**src/rtl/ystep_ctrl.sv**
```systemverilog
// ystep_ctrl: multi-cycle sequencer driving yIF/yID/yEX control and owning PC.
// Define YSTEP_BRANCH_EN to decode beq; otherwise opcode 0x04 is illegal.
module ystep_ctrl #(
  parameter logic [31:0] RESET_PC = 32'd128,
  parameter logic [15:0] MAX_INS  = 16'd0
) (
  input  logic        clk,
  input  logic        rst_n,
  input  logic        run,
  input  logic [31:0] ins,
  input  logic [31:0] PCp4,
  input  logic [31:0] imm,
  input  logic [25:0] jTarget,
  input  logic        zero,
  output logic [31:0] PCin,
  output logic        fetch_en,
  output logic        RegDst,
  output logic        ALUSrc,
  output logic        Mem2Reg,
  output logic        RegWrite,
  output logic        MemRead,
  output logic        MemWrite,
  output logic [2:0]  op,
  output logic        retire,
  output logic [15:0] ins_count,
  output logic        halted,
  output logic        illegal
);

  typedef enum logic [2:0] {
    S_IDLE, S_FETCH, S_DEC, S_EXEC, S_MEM, S_WB, S_HALT
  } state_t;

  state_t      state_q, state_d;
  logic [31:0] pc_q, pc_d;
  logic [15:0] cnt_q, cnt_d;
  logic [5:0]  opc_q, fn_q;
  logic        ill_q, ill_d;

  logic        is_lw, is_sw, is_beq, is_j, legal;
  logic        rd, asrc, m2r;
  logic [2:0]  aop;
  logic [31:0] jpc, pc_nxt;
  logic        active, ret;
  logic        unused_ins;

  assign unused_ins = ^ins[25:6];

  always_comb begin
    is_lw  = 1'b0;
    is_sw  = 1'b0;
    is_beq = 1'b0;
    is_j   = 1'b0;
    legal  = 1'b0;
    rd     = 1'b0;
    asrc   = 1'b0;
    m2r    = 1'b0;
    aop    = 3'd0;
    unique case (1'b1)
      (opc_q == 6'h00): begin
        rd    = 1'b1;
        legal = 1'b1;
        unique case (fn_q)
          6'h20:   aop = 3'd2;
          6'h22:   aop = 3'd6;
          6'h24:   aop = 3'd0;
          6'h25:   aop = 3'd1;
          6'h2A:   aop = 3'd7;
          default: legal = 1'b0;
        endcase
      end
      (opc_q == 6'h08): begin
        asrc  = 1'b1;
        aop   = 3'd2;
        legal = 1'b1;
      end
      (opc_q == 6'h23): begin
        is_lw = 1'b1;
        asrc  = 1'b1;
        m2r   = 1'b1;
        aop   = 3'd2;
        legal = 1'b1;
      end
      (opc_q == 6'h2B): begin
        is_sw = 1'b1;
        asrc  = 1'b1;
        aop   = 3'd2;
        legal = 1'b1;
      end
`ifdef YSTEP_BRANCH_EN
      (opc_q == 6'h04): begin
        is_beq = 1'b1;
        aop    = 3'd6;
        legal  = 1'b1;
      end
`endif
      (opc_q == 6'h02): begin
        is_j  = 1'b1;
        legal = 1'b1;
      end
      default: ;
    endcase
  end

  assign jpc = {PCp4[31:28], jTarget, 2'b00};

`ifdef YSTEP_BRANCH_EN
  assign pc_nxt = is_j ? jpc :
                  (is_beq && zero) ? PCp4 + (imm << 2) :
                  PCp4;
`else
  logic unused_br;
  assign unused_br = ^{imm, zero};
  assign pc_nxt = is_j ? jpc : PCp4;
`endif

  always_comb begin
    state_d = state_q;
    pc_d    = pc_q;
    cnt_d   = cnt_q;
    ill_d   = ill_q;
    ret     = 1'b0;
    unique case (state_q)
      S_IDLE:  if (run) state_d = S_FETCH;
      S_FETCH: state_d = S_DEC;
      S_DEC: begin
        if (!legal) begin
          state_d = S_HALT;
          ill_d   = 1'b1;
        end else if (is_j) begin
          ret = 1'b1;
        end else begin
          state_d = S_EXEC;
        end
      end
      S_EXEC: begin
        if (is_lw || is_sw) state_d = S_MEM;
        else if (is_beq)    ret = 1'b1;
        else                state_d = S_WB;
      end
      S_MEM: begin
        if (is_lw) state_d = S_WB;
        else       ret = 1'b1;
      end
      S_WB:    ret = 1'b1;
      S_HALT:  ;
      default: state_d = S_IDLE;
    endcase
    if (ret) begin
      pc_d  = pc_nxt;
      cnt_d = cnt_q + 16'd1;
      if (MAX_INS != 16'd0 && cnt_d == MAX_INS) state_d = S_HALT;
      else if (run)                              state_d = S_FETCH;
      else                                       state_d = S_IDLE;
    end
  end

  always_ff @(posedge clk or negedge rst_n) begin
    if (!rst_n) begin
      state_q <= S_IDLE;
      pc_q    <= RESET_PC;
      cnt_q   <= '0;
      opc_q   <= '0;
      fn_q    <= '0;
      ill_q   <= 1'b0;
    end else begin
      state_q <= state_d;
      pc_q    <= pc_d;
      cnt_q   <= cnt_d;
      ill_q   <= ill_d;
      if (state_q == S_FETCH) begin
        opc_q <= ins[31:26];
        fn_q  <= ins[5:0];
      end
    end
  end

  // Selects follow the latched instruction only while one is in flight.
  assign active    = (state_q == S_DEC) || (state_q == S_EXEC) ||
                     (state_q == S_MEM) || (state_q == S_WB);
  assign RegDst    = active & rd;
  assign ALUSrc    = active & asrc;
  assign Mem2Reg   = active & m2r;
  assign op        = active ? aop : 3'd0;
  assign RegWrite  = (state_q == S_WB);
  assign MemRead   = (state_q == S_MEM) & is_lw;
  assign MemWrite  = (state_q == S_MEM) & is_sw;
  assign fetch_en  = (state_q == S_FETCH);
  assign retire    = ret;
  assign PCin      = pc_q;
  assign ins_count = cnt_q;
  assign halted    = (state_q == S_HALT);
  assign illegal   = ill_q;

endmodule
```
**config.mk**
```make
export PLATFORM = sky130hd
export DESIGN_NAME = ystep_ctrl
export DESIGN_NICKNAME = d
export VERILOG_FILES = /design/src/rtl/ystep_ctrl.sv
export SDC_FILE = /design/constraint.sdc
export NUM_CORES = 1
export LEC_CHECK = 0
export BUFFER_PORTS_ARGS = -buffer_cell sky130_fd_sc_hd__buf_2
export CAP_MARGIN = 10
export CORE_AREA = 2 2 88 90
export CTS_BUF_LIST = sky130_fd_sc_hd__clkbuf_4 sky130_fd_sc_hd__clkbuf_8
export DETAILED_ROUTE_END_ITERATION = 6
export DIE_AREA = 0 0 90 92
export PLACE_DENSITY = 0.92
export SYNTH_ARGS = -nofsm -noshare
export SYNTH_HDL_FRONTEND = slang
export SYNTH_SLANG_ARGS = --single-unit
```
**constraint.sdc**
```tcl
create_clock -name clk -period 3.75 [get_ports clk]
set_clock_uncertainty 0.2 [all_clocks]
set_input_delay 0 -clock clk [delete_from_list [all_inputs] [get_ports clk]]
set_output_delay 0 -clock clk [all_outputs]
set_load 0.02 [all_outputs]
```
==> results.toml <==
[sta]
slew_violations = 0
setup_viol = 0
worstMarginPinSlew_ns = 1.01
rsz0062_at_grt = "false"
min_period_over_period_pct = 86.3
setup_tns_ns = 0
finalHoldViolations = 5
fmax_mhz = 309
whs_ns = -0.00199
timing.slew.headroom_pct = 32.1
min_period_ns = 3.24

[layout]
n_antenna_cell = 0
areaGrowthSynthToFinish_pct = 51.2
layout_commonest_cell = "buf_2"
drive_gt1_share_pct = 45.3
nets = 590
final_cell_mix = "buf_2 (133), dlygate4sd3_1 (72), dfrtp_1 (63)"

[logic_synthesis]
yosysWarnings = 0
synth_area_sq_um = 3270
synth-seq-cells = 64
synth_cell_types = 51
synth-edff-count = 0
synth_nets = 388
synth-main-ff-cell = "dfrtp_1"
yosysSeqAreaShare_pct = 49.0
avgSynthCellArea_sq_um = 12.5
ys_async_sr_fraction_pct = 100
synthCells = 261

[critical_path]
reg2reg_slack_ns = 0.51
worst_path_largest_cell_delay_ns = 0.65
cp_max_fo = 28
worst_ep_arrival_time_ns = 3.24
end_kind = "flop"
cp_num_buf_inv = 2
cp.required_ns = 3.75
rr_worst_depth = 6
r2r_end = "PCin[25]"
cp_top_family = "buffers and inverters"
criticalPathCategory = "flop to flop"
rr_startpoint = "opc_q[3]"
path_cells = "or4b_4 > nor2_2 > buf_4 > mux2_2 > dlygate4sd3_1 > mux2_1"
crit_start = "opc_q[3]"
worstSetupStartpointType = "flop"
slowest_stage = "or4b_4"

[global_route]
grt_max_degree = 42
grt_pass1_wl_um = 14800
grt-ovfl-total = 0
met1_usage_pct = 25.9
gr-usage-met2_pct = 40.5
antenna_found_initial = 0
grt_usage_pct = 22.3
met3_usage_pct = 4.03
grt_pass1_vias = 3125
grt-busiest-layer = "met2"

[placed_design]
portBuffers = 133
gp_congestion = 0.816
hpwl_um = 5360

[floorplan]
initial_core_util_pct = 44.0
ios = 187
core_sq_um = 7450
die_y_um = 92
num_rows = 32
die_area_sq_um = 8280
die_w_um = 90

[clock_tree]
cts_tree = "yes"
insertion_delay_ns = 0.33
cts_resized = 0
numCtsBuffers = 9
max-clock-path-buffers = 2
htree_num_levels = 3
root_buffer = "clkbuf_8"
clkSinkCount = 64
clk_pin_slew_ns = 0.08

[drt]
wl_per_cell_um = 15.7
dr_total_vias = 2897
drc = 0
routed_wirelength_um = 8950
routed_via_density = 5.08
ant_nets = 0
firstDrtPassIters = 4
drt_iter0_drc = 60

[job]
maxCapViolations = 0

[power]
power_density_nw_per_um2 = 662
peakVddDrop_mv = 0.386
leakagePower_nw = 2.31
p_switching_mw = 1.23
power_frac_comb_pct = 41.2
p_int_mw = 2.04
p_clk_share_pct = 21.4
p_sw_share_pct = 37.6
seqPwrFrac_pct = 37.4

[worst_hold_path]
hp-class = "input port to async pin"

[run_status]
violations = "negative hold slack"
status = "finished, violations left"
## state kept, by name, summed over array words and instances (netlist names)
register and flops:
PCin 32, fn_q 6, illegal 1, ins_count 16, opc_q 6, state_q 3
## power by group through the flow
stage	registers (mW)	clock network [mW]	logic, mW
after floorplan	1.40	0	0.692
after global placement	1.20	0	1.22
after detailed placement	1.23	0	1.27
after CTS	1.22	0.715	1.35
after global routing	1.28	0.752	1.46
final	1.23	0.701	1.35
## synth_stat cells (2+ instances only)
master,count,share of area [%]
a211oi_1,2,0.46
o21ai_0,8,1.2
a2111oi_2,2,0.92
xnor2_1,8,2.1
buf_6,3,1.0
buf_4,3,0.69
and2_1,3,0.57
buf_2,2,0.31
nor3_1,2,0.31
and4_1,3,0.80
inv_1,4,0.46
xor2_1,8,2.1
mux2_1,21,7.2
clkbuf_1,8,0.92
o211ai_1,2,0.46
mux2_2,49,17
or2_2,2,0.38
o2111ai_1,3,0.80
a21oi_1,5,0.76
a32oi_1,2,0.54
nand2b_1,6,1.1
o31ai_1,2,0.46
dfrtp_1,63,48
nand2_1,3,0.34
and3_1,2,0.38
nor4_1,2,0.38
nor2b_1,4,0.76
nand3_1,8,1.2
nor2_1,9,1.0
## metrics by stage
stage / instances / power, mW / setup WS [ns] / instance area, sq um / utilization [%]
floorplan: 261 / 2.10 / 0.858 / 3270 / -
global placement: 482 / 2.42 / 0.915 / 3990 / 53.5
detailed placement: 482 / 2.50 / 0.815 / 3990 / 53.5
CTS: 570 / 3.28 / 0.540 / 4950 / 66.4
global route: 570 / 3.49 / 0.410 / 4950 / 66.4
finish: 570 / 3.28 / 0.513 / 4950 / 66.4
## cell families (layout without fill, tap and decap cells)
| kind of cell | count (synthesis) | after routing | share of synthesized area, % |
|---|---|---|---|
| simple gates | 56 | 56 | 10.8 |
| fa+ha+maj | 1 | 1 | 0.382 |
| buf+inv | 20 | 227 | 3.40 |
| xor+xnor | 16 | 16 | 4.28 |
| compound gates | 34 | 34 | 8.07 |
| flops | 64 | 64 | 49.0 |
| mux | 70 | 70 | 24.1 |
## worst max-delay path by stage
stage	endpoint	slack (ns)	cells after the start
6_report	PCin[25]	0.51	6
3_3_place_gp	PCin[9]	0.92	4
5_1_grt	PCin[4]	0.41	6
2_1_floorplan	op[1]	0.86	3
3_5_place_dp	PCin[28]	0.81	4
4_1_cts	PCin[5]	0.54	6
## layout make-up
type                    count  area (sq um)
clock buffers              14           180
clock inverters             2          60.1
fillers                   577          2500
inverters                   4          15.0
multi-input cells         177          1560
flip-flops and latches     64          1600
well taps                 102           128
repair buffers            207          1400
## layer usage
layer | vias up | share of wire [%]
met4 | 0 | 2.7
met3 | 23 | 4.8
met5 | - | 0
met1 | 1407 | 39
met2 | 105 | 54
li1 | 1362 | -
## timing repair
action / 4_1_cts / 5_1_grt
hold buffers: 72 / 0
buffers inserted: 0 / 0
hold endpoints to repair: 68 / 0
Note: power is estimated with default switching activity, not from simulation.
